$ cat src/rtl/alu_operand_prep_if.sv
// Handshake bundle for the ALU operand-preparation stage: upstream raw operands
// with zx/nx/zy/ny controls, downstream prepared operands and a delivery counter.
interface alu_operand_prep_if #(
    parameter int WIDTH = 16
);
    logic             in_valid;
    logic             in_ready;
    logic [WIDTH-1:0] in_x;
    logic [WIDTH-1:0] in_y;
    logic             in_zx;
    logic             in_nx;
    logic             in_zy;
    logic             in_ny;
    logic             out_valid;
    logic             out_ready;
    logic [WIDTH-1:0] out_x;
    logic [WIDTH-1:0] out_y;
    logic [7:0]       beat_count;

    modport slave (
        input  in_valid, in_x, in_y, in_zx, in_nx, in_zy, in_ny, out_ready,
        output in_ready, out_valid, out_x, out_y, beat_count
    );

    modport master (
        output in_valid, in_x, in_y, in_zx, in_nx, in_zy, in_ny, out_ready,
        input  in_ready, out_valid, out_x, out_y, beat_count
    );
endinterface

$ cat src/rtl/alu_operand_prep.sv
// Registered zero/negate operand stage feeding the ALU core, with a main
// register plus one skid register so back-pressure costs no throughput.
module alu_operand_prep #(
    parameter int WIDTH = 16
) (
    input  logic                 clk,
    input  logic                 rst_n,
    alu_operand_prep_if.slave    bus
);

    typedef enum logic [1:0] {
        ST_EMPTY = 2'd0,
        ST_ONE   = 2'd1,
        ST_FULL  = 2'd2
    } state_t;

    state_t           r_state;
    state_t           w_state_nxt;
    logic [WIDTH-1:0] r_main_x;
    logic [WIDTH-1:0] r_main_y;
    logic [WIDTH-1:0] r_skid_x;
    logic [WIDTH-1:0] r_skid_y;
    logic [7:0]       r_beat_count;

    logic             w_in_ready;
    logic             w_out_valid;
    logic             w_acc;
    logic             w_dlv;
    logic             w_load_main;
    logic             w_load_skid;
    logic             w_move_skid;
    logic [WIDTH-1:0] w_prep_x;
    logic [WIDTH-1:0] w_prep_y;

    // Zero first, then bitwise NOT; no carry, no width growth.
    function automatic logic [WIDTH-1:0] prep_operand(
        input logic [WIDTH-1:0] raw,
        input logic             zero,
        input logic             neg
    );
        logic [WIDTH-1:0] v;
        v = zero ? {WIDTH{1'b0}} : raw;
        return neg ? ~v : v;
    endfunction

    assign w_in_ready  = (r_state != ST_FULL);
    assign w_out_valid = (r_state != ST_EMPTY);
    assign w_acc       = bus.in_valid & w_in_ready;
    assign w_dlv       = w_out_valid & bus.out_ready;
    assign w_prep_x    = prep_operand(bus.in_x, bus.in_zx, bus.in_nx);
    assign w_prep_y    = prep_operand(bus.in_y, bus.in_zy, bus.in_ny);

    // Next-state and storage-steering decode for the skid buffer.
    always_comb begin
        w_state_nxt = r_state;
        w_load_main = 1'b0;
        w_load_skid = 1'b0;
        w_move_skid = 1'b0;
        case (r_state)
            ST_EMPTY: begin
                if (w_acc) begin
                    w_load_main = 1'b1;
                    w_state_nxt = ST_ONE;
                end else begin
                    w_state_nxt = ST_EMPTY;
                end
            end
            ST_ONE: begin
                if (w_acc && !w_dlv) begin
                    w_load_skid = 1'b1;
                    w_state_nxt = ST_FULL;
                end else if (w_acc && w_dlv) begin
                    w_load_main = 1'b1;
                    w_state_nxt = ST_ONE;
                end else if (w_dlv) begin
                    w_state_nxt = ST_EMPTY;
                end else begin
                    w_state_nxt = ST_ONE;
                end
            end
            ST_FULL: begin
                if (w_dlv) begin
                    w_move_skid = 1'b1;
                    w_state_nxt = ST_ONE;
                end else begin
                    w_state_nxt = ST_FULL;
                end
            end
            default: begin
                w_state_nxt = ST_EMPTY;
            end
        endcase
    end

    // State, operand storage and delivery counter; reset wins over any handshake.
    always_ff @(posedge clk) begin
        if (!rst_n) begin
            r_state      <= ST_EMPTY;
            r_main_x     <= {WIDTH{1'b0}};
            r_main_y     <= {WIDTH{1'b0}};
            r_skid_x     <= {WIDTH{1'b0}};
            r_skid_y     <= {WIDTH{1'b0}};
            r_beat_count <= 8'd0;
        end else begin
            r_state <= w_state_nxt;
            if (w_load_main) begin
                r_main_x <= w_prep_x;
                r_main_y <= w_prep_y;
            end else if (w_move_skid) begin
                r_main_x <= r_skid_x;
                r_main_y <= r_skid_y;
            end
            if (w_load_skid) begin
                r_skid_x <= w_prep_x;
                r_skid_y <= w_prep_y;
            end
            if (w_dlv) begin
                r_beat_count <= r_beat_count + 8'd1;
            end
        end
    end

    assign bus.in_ready   = w_in_ready;
    assign bus.out_valid  = w_out_valid;
    assign bus.out_x      = r_main_x;
    assign bus.out_y      = r_main_y;
    assign bus.beat_count = r_beat_count;

endmodule

$ cat src/flat_wrapper.sv
// flat-port wrapper written by rule: the top's interface ports become plain ports
module alu_operand_prep_flat 
#(
    parameter int WIDTH = 16
)
  (clk, rst_n, bus_in_valid, bus_in_x, bus_in_y, bus_in_zx, bus_in_nx, bus_in_zy, bus_in_ny, bus_out_ready, bus_in_ready, bus_out_valid, bus_out_x, bus_out_y, bus_beat_count);
  alu_operand_prep_if #(.WIDTH(WIDTH)) bus_i ();
  input  logic clk;
  input  logic rst_n;
  input wire logic [$bits(bus_i.in_valid)-1:0] bus_in_valid;
  input wire logic [$bits(bus_i.in_x)-1:0] bus_in_x;
  input wire logic [$bits(bus_i.in_y)-1:0] bus_in_y;
  input wire logic [$bits(bus_i.in_zx)-1:0] bus_in_zx;
  input wire logic [$bits(bus_i.in_nx)-1:0] bus_in_nx;
  input wire logic [$bits(bus_i.in_zy)-1:0] bus_in_zy;
  input wire logic [$bits(bus_i.in_ny)-1:0] bus_in_ny;
  input wire logic [$bits(bus_i.out_ready)-1:0] bus_out_ready;
  output wire logic [$bits(bus_i.in_ready)-1:0] bus_in_ready;
  output wire logic [$bits(bus_i.out_valid)-1:0] bus_out_valid;
  output wire logic [$bits(bus_i.out_x)-1:0] bus_out_x;
  output wire logic [$bits(bus_i.out_y)-1:0] bus_out_y;
  output wire logic [$bits(bus_i.beat_count)-1:0] bus_beat_count;
  assign bus_i.in_valid = bus_in_valid;
  assign bus_i.in_x = bus_in_x;
  assign bus_i.in_y = bus_in_y;
  assign bus_i.in_zx = bus_in_zx;
  assign bus_i.in_nx = bus_in_nx;
  assign bus_i.in_zy = bus_in_zy;
  assign bus_i.in_ny = bus_in_ny;
  assign bus_i.out_ready = bus_out_ready;
  assign bus_in_ready = bus_i.in_ready;
  assign bus_out_valid = bus_i.out_valid;
  assign bus_out_x = bus_i.out_x;
  assign bus_out_y = bus_i.out_y;
  assign bus_beat_count = bus_i.beat_count;
  alu_operand_prep #(.WIDTH(WIDTH)) u_core (.clk(clk), .rst_n(rst_n), .bus(bus_i));
endmodule
$ cat config.mk
export PLATFORM = sky130hd
export DESIGN_NAME = alu_operand_prep_flat
export DESIGN_NICKNAME = d
export VERILOG_FILES = /design/src/rtl/alu_operand_prep_if.sv /design/src/rtl/alu_operand_prep.sv /design/src/flat_wrapper.sv
export SDC_FILE = /design/constraint.sdc
export NUM_CORES = 1
export LEC_CHECK = 0
export ABC_AREA = 1
export BUFFER_PORTS_ARGS = -buffer_cell sky130_fd_sc_hd__buf_2
export CORE_MARGIN = 2
export CORE_UTILIZATION = 59
export CTS_BUF_LIST = sky130_fd_sc_hd__clkbuf_4
export CTS_CLUSTER_SIZE = 40
export DETAILED_ROUTE_END_ITERATION = 16
export PLACE_DENSITY = 0.93
export SYNTH_ARGS = -nofsm -noshare
export SYNTH_HDL_FRONTEND = slang
export SYNTH_SLANG_ARGS = --single-unit
$ cat constraint.sdc
create_clock -name clk -period 3.19 [get_ports clk]
set_input_delay 0.957 -clock clk [delete_from_list [all_inputs] [get_ports clk]]
set_output_delay 0.957 -clock clk [all_outputs]
set_load 0.01 [all_outputs]
==> results of run 1 <==
-- power breakdown --
part / total (mW) / internal, mW / leakage [nW] / switching, mW
logic: 0.392 / 0.143 / 1.42 / 0.249
registers: 1.04 / 0.998 / 0.606 / 0.0404
clock network: 0.470 / 0.156 / 0.0609 / 0.314
total: 1.90 / 1.30 / 2.09 / 0.603
-- tightest hold or removal path: stages (launching register included) --
cell and delay [ps]:
dfxtp_1 330, nand2_1 60, a21oi_1 60
-- cells by family (layout without fill, tap and decap cells) --
logic type                 count (synthesis)  after routing  share of synthesized area (%)
and+or+nand+nor                          294            294                          32.56
AOI/OAI and AO/OA                         97             97                          13.52
DFF                                       74             74                          41.05
buffers and inverters                     59            128                          7.698
xor gates and xnor gates                  17             17                          4.126
adders and majority gates                  3              3                          1.040
-- layout by cell type (no fill, tap or decap) --
master    synthesis  routed
nand2_1         172     172
nor2_1           94      94
buf_2             8      81
dfxtp_1          74      74
o21ai_0          46      46
a21oi_1          42      42
inv_1            21      21
nand3_1          21      21
xor2_1           17      17
clkbuf_4          0      10
o21ai_1           8       8
inv_2             5       5
clkinv_1          2       4
buf_4             4       4
ha_1              3       3
clkinv_2          0       3
nand2_2           2       2
nor2_2            1       1
nor3_4            1       1
nor2_8            1       1
nor2_4            1       1
o21bai_1          1       1
nor3_1            1       1
-- state kept, by name (all words and copies together) (netlist names) --
signal / cells
u_core.bus.out_x: 16
u_core.bus.out_y: 16
u_core.r_skid_x: 16
u_core.r_skid_y: 16
u_core.bus.beat_count: 8
u_core.r_state: 2
-- area by class of cell --
class	instances	area (um2)	share of cell area, %
clock inverters	5	22.52	0.5544
inverters	28	105.1	2.587
multi-input cells	411	1849	45.52
well taps	75	93.84	2.310
repair buffers	85	435.4	10.72
flip-flops and latches	74	1481	36.46
clock buffers	10	75.07	1.848
-- worst min path at each step --
stage	startpoint	to	slack, ps
after floorplan	u_core.r_skid_x[13]$_SDFFE_PN0P_	u_core.bus.out_x[13]$_SDFFE_PN0P_	450
after global placement	u_core.r_skid_x[2]$_SDFFE_PN0P_	u_core.bus.out_x[2]$_SDFFE_PN0P_	450
after detailed placement	u_core.r_skid_x[2]$_SDFFE_PN0P_	u_core.bus.out_x[2]$_SDFFE_PN0P_	460
after CTS	u_core.bus.out_y[12]$_SDFFE_PN0P_	u_core.bus.out_y[12]$_SDFFE_PN0P_	490
after global routing	u_core.bus.out_x[5]$_SDFFE_PN0P_	u_core.bus.out_x[5]$_SDFFE_PN0P_	520
final	u_core.bus.out_y[12]$_SDFFE_PN0P_	u_core.bus.out_y[12]$_SDFFE_PN0P_	480
-- per-stage QoR --
stage	worst slack [ps]	cells	total power, mW	hold WS, ps	cell area, um2
global placement	648.5	673	1.432	453.0	3965
global route	847.7	688	1.998	515.6	4063
detailed placement	543.5	673	1.448	462.2	3965
floorplan	903.8	544	1.334	446.4	3608
finish	948.9	688	1.900	484.0	4063
CTS	985.7	688	1.902	487.1	4063
-- metal layers --
layer  track usage (%)  share of wire (%)  wire, um
met4             13.33                2.7       230
met3             4.022                5.2       436
met5                 0                  0         0
met2             46.94                 50      4176
met1             28.98                 42      3578
==> results.sh, run 1 <==
export IMPL_worst_path_stages=10
export IMPL_synth_nets=587
export IMPL_synth_top_cell_area_share_pct=41.05
export IMPL_hp_class="reg -> reg"
export IMPL_start_util_pct=60.95
export IMPL_rr_worst_depth=10
export IMPL_synth_top_area_cell="dfxtp_1"
export IMPL_synth_most_common_cell="nand2_1"
export IMPL_crit_path_end="u_core.bus.out_y[0]$_SDFFE_PN0P_"
export IMPL_io_pins=82
export IMPL_totalWireLength_mm=8.422
export IMPL_path_buf_inv=3
export IMPL_clock_path_buffers=2
export IMPL_grt_pass1_wl_mm=13.63
export IMPL_startpoint="bus_out_ready"
export IMPL_rsz0062_at_grt="no"
export IMPL_routed_via_count=3633
export IMPL_cts_sinks=74
export IMPL_cpMostUsedCell="nor2_1"
export IMPL_wire_per_inst_um=12.24
export IMPL_core_area_mm2=0.005921
export IMPL_grt_use_total_pct=25.86
export IMPL_postCtsResizedCells=0
export IMPL_setup_viol=0
export IMPL_netlist_instances=544
export IMPL_timing_rr_end="u_core.bus.out_y[0]$_SDFFE_PN0P_"
export IMPL_die_x_um=82.21
export IMPL_finalCritPeriodShare_pct=70.25
export IMPL_crit_type="in -> reg"
export IMPL_post_cts_setup_buffers=0
export IMPL_cts_tree="yes"
export IMPL_worst_pin_slew_ps=640.2
export IMPL_h_tree_depth=3
export IMPL_total_leakage_power_nw=2.086
export IMPL_syn_area_mm2=0.003608
export IMPL_layout_drive_gt1_share_pct=17.78
export IMPL_outcome="completed"
export IMPL_critPathMaxStageDelay_ps=450
export IMPL_crit_arrival_ps=2560
export IMPL_n_fill_cell=531
export IMPL_min_period_ps=2241
export IMPL_cp_end_kind="register"
export IMPL_areaGrowthSynthToFinish_pct=12.59
export IMPL_ys_seq_area_share_pct=41.05
export IMPL_start_kind="input pin"
export IMPL_ff2ff_setup_slack_ps=1130
export IMPL_fin_nets=652
export IMPL_tns_ps=0
export IMPL_place_congestion=0.8265
export IMPL_ys_types=25
export IMPL_cts_inserted_buffers=9
export IMPL_clock_fmax_mhz=446.2
export IMPL_crit_fanout=38
export IMPL_clk_pin_slew_ps=110
export IMPL_crit_chain="buf_2 -> inv_1 -> nor2_1 -> ha_1 -> nand3_1 -> nand2_2 -> inv_2 -> nand2_1 -> a21oi_1 -> nor2_1"
export IMPL_holdBufCountCts=0
export IMPL_via_per_inst=5.281
export IMPL_worstSkewPairLatency_ps=420
export IMPL_cp_slowest_cell="inv_2"
export IMPL_diodes=0
export IMPL_grt_pass1_vias=3299
export IMPL_clock_skew_ps=5.306
export IMPL_maxSlewViolCount=0
export IMPL_ir_drop_uv=277.9
export IMPL_drc=0
export IMPL_grt_max_degree=39
export IMPL_ys_async_sr_fraction_pct=0
export IMPL_fin_util_pct=68.62
export IMPL_yosys_register_bits=74
export IMPL_antenna_found_initial=0
export IMPL_hold_viol=0
export IMPL_drt_initial_drc_count=208
export IMPL_cap_violations=0
export IMPL_r2r_start="u_core.r_state[1]$_SDFF_PN0_"
export IMPL_die_area_mm2=0.006758
export IMPL_powerDensity_mw_per_mm2=467.7
export IMPL_path_delay_family="buffers and inverters"
export IMPL_overflow=0
export IMPL_ys_warn_count=0
export IMPL_fp_dieH_um=82.21
export IMPL_placementRows=28
export IMPL_hpwlAfterDp_mm=5.699
export IMPL_root_buffer="clkbuf_4"
export IMPL_ant_nets=0
export IMPL_required_ps=3510
export IMPL_hold_depth=2
export IMPL_drt_pass1_iter_count=4
export IMPL_port_buffers=81
export IMPL_synth_edff_count=0
export IMPL_ys_top_cells_by_count="nand2_1, nor2_1, dfxtp_1"
export IMPL_max_slew_margin_rel_pct=57.27
export IMPL_avgSynthCellArea_um2=6.633
export IMPL_synth_flop_cell="dfxtp_1"
export IMPL_yosys_top_cells_area="dfxtp_1, nand2_1, nor2_1, o21ai_0, a21oi_1"
Power figures use the tool's default switching activity.
==> run 2: changes to the inputs <==
- CORE_UTILIZATION: 59 -> 56
- PLACE_DENSITY: 0.93 -> 0.89
- clock period: 3.19 -> 2.2 ns (I/O delays scaled with it)
==> results.sh, run 2 (synthesized netlist as in run 1, its figures left out) <==
export IMPL_layout_commonest_cell="nand2_1"
export IMPL_hold_viol=0
export IMPL_holdBufCountCts=0
export IMPL_clk_pin_slew_ps=120
export IMPL_root_buffer="clkbuf_4"
export IMPL_numPlacedInstances=684
export IMPL_grt_max_degree=57
export IMPL_fin_ws_ps=261.2
export IMPL_power_switching_mw=0.9242
export IMPL_max_slew_margin_rel_pct=62.00
export IMPL_cts_tree="yes"
export IMPL_rr_worst_depth=10
export IMPL_total_leakage_power_nw=2.140
export IMPL_cts_sinks=74
export IMPL_required_ps=2550
export IMPL_min_period_ps=1939
export IMPL_p_seq_share_pct=53.3
export IMPL_clock_fmax_mhz=515.8
export IMPL_die_area_mm2=0.007101
export IMPL_cts_inserted_buffers=9
export IMPL_post_cts_setup_buffers=0
export IMPL_totalWireLength_mm=8.679
export IMPL_grt_pass1_wl_mm=14.28
export IMPL_startpoint="u_core.r_state[0]$_SDFF_PN0_"
export IMPL_overflow=0
export IMPL_core_area_mm2=0.006277
export IMPL_setup_viol=0
export IMPL_placementRows=29
export IMPL_hpwlAfterDp_mm=5.956
export IMPL_maxSlewViolCount=0
export IMPL_h_tree_depth=3
export IMPL_worst_pin_slew_ps=569.3
export IMPL_postCtsResizedCells=0
export IMPL_comb_power_share_pct=21.1
export IMPL_final_cell_mix="nand2_1, nor2_1, buf_2"
export IMPL_hp_class="reg -> reg"
export IMPL_cp_end_kind="register"
export IMPL_start_kind="register"
export IMPL_die_x_um=84.27
export IMPL_p_sw_share_pct=32.69
export IMPL_antenna_found_initial=0
export IMPL_ant_nets=0
export IMPL_place_ws_ps=239.1
export IMPL_tns_ps=0
export IMPL_crit_type="reg -> reg"
export IMPL_grt_pass1_vias=3301
export IMPL_cp_slowest_cell="dfxtp_1"
export IMPL_crit_arrival_ps=2290
export IMPL_hold_depth=2
export IMPL_port_buffers=81
export IMPL_fin_nets=661
export IMPL_clock_skew_ps=11.88
export IMPL_crit_fanout=30
export IMPL_drt_initial_drc_count=325
export IMPL_r2r_start="u_core.r_state[0]$_SDFF_PN0_"
export IMPL_final_cells=700
export IMPL_cpMostUsedCell="inv_1"
export IMPL_ff2ff_setup_slack_ps=260
export IMPL_diodes=0
export IMPL_rsz0062_at_grt="no"
export IMPL_grt_use_total_pct=24.50
export IMPL_path_buf_inv=4
export IMPL_io_pins=82
export IMPL_drt_pass1_iter_count=7
export IMPL_drc=0
export IMPL_areaGrowthSynthToFinish_pct=15.29
export IMPL_start_util_pct=57.48
export IMPL_p_int_mw=1.903
export IMPL_layout_drive_gt1_share_pct=19.42
export IMPL_hold_worst_slack_ps=474.1
export IMPL_powerDensity_mw_per_mm2=679.6
export IMPL_crit_chain="inv_2 -> nand2_2 -> inv_1 -> nor2_1 -> ha_1 -> inv_1 -> nor3_4 -> buf_4 -> o21ai_0 -> a21oi_1"
export IMPL_holdPathEnd="u_core.bus.out_x[5]$_SDFFE_PN0P_"
export IMPL_critPathMaxStageDelay_ps=440
export IMPL_clockPowerShare_pct=25.7
export IMPL_timing_rr_end="u_core.r_skid_x[8]$_SDFFE_PN0P_"
export IMPL_routed_via_count=3637
export IMPL_worstSkewPairLatency_ps=420
export IMPL_finalCritPeriodShare_pct=88.13
export IMPL_ir_drop_uv=339.9
export IMPL_place_congestion=0.8137
export IMPL_clock_path_buffers=2
export IMPL_fp_dieH_um=84.27
export IMPL_path_delay_family="buffers and inverters"
export IMPL_cap_violations=0
export IMPL_min_from="u_core.bus.out_x[5]$_SDFFE_PN0P_"
export IMPL_outcome="completed"
export IMPL_via_per_inst=5.196
export IMPL_wire_per_inst_um=12.40
==> run 2: cell types whose count changed in the layout (fill, tap and decap cells not counted) <==
cell | before | now
clkinv_4 | 0 | 1
clkinv_2 | 3 | 4
buf_4 | 4 | 12
clkinv_1 | 4 | 2
buf_12 | 0 | 1
clkbuf_4 | 10 | 9
inv_6 | 0 | 1
clkinvlp_4 | 0 | 1
==> run 2: routing by layer <==
metal | vias up | routed length (um) | track usage [%]
met5 | - | 0 | 0
met4 | 0 | 193 | 10.85
met3 | 19 | 496 | 4.031
met2 | 128 | 4333 | 43.00
met1 | 1635 | 3655 | 29.44
li1 | 1855 | - | -
==> run 2: worst reg2reg max path, delay by kind of cell (launching register included) <==
kind | cells | cell delay, ps
compound gates | 2 | 270
flops | 1 | 440
buf+inv | 4 | 540
simple gates | 3 | 460
fa+ha+maj | 1 | 180
==> run 2: area by class of cell <==
type                       count  area, um2
clock buffer                   9      67.56
clock inverter                 7      45.04
fill                         575       2117
inverter                      28      105.1
multi-input combinational    411       1849
sequential                    74       1481
tap                           77      96.34
timing repair buffer          94      515.5
==> run 2: power groups by stage <==
stage                     registers [mW]  logic [mW]  clock network (mW)
after CTS                           1.50       0.595               0.734
final                               1.51       0.595               0.726
after global routing                1.52       0.673               0.783
after detailed placement            1.53       0.590                   0
after floorplan                     1.56       0.379                   0
after global placement              1.53       0.570                   0
==> run 2: how the worst max path moves through the flow <==
stage	endpoint	slack [ps]	cells past startpoint
after CTS	bus_in_ready	270	2
final	u_core.r_skid_x[8]$_SDFFE_PN0P_	260	10
after global routing	u_core.r_skid_x[8]$_SDFFE_PN0P_	90	10
after global placement	u_core.r_skid_y[4]$_SDFFE_PN0P_	300	9
after floorplan	u_core.bus.out_x[0]$_SDFFE_PN0P_	210	10
after detailed placement	u_core.r_skid_x[8]$_SDFFE_PN0P_	240	9
==> run 2: per-stage QoR <==
step,utilization (%),instance area [um2],power [mW]
after CTS,66.27,4160,2.834
after detailed placement,64.48,4048,2.124
after floorplan,-,3608,1.935
final,66.27,4160,2.827
after global routing,66.27,4160,2.973
after global placement,64.48,4048,2.100
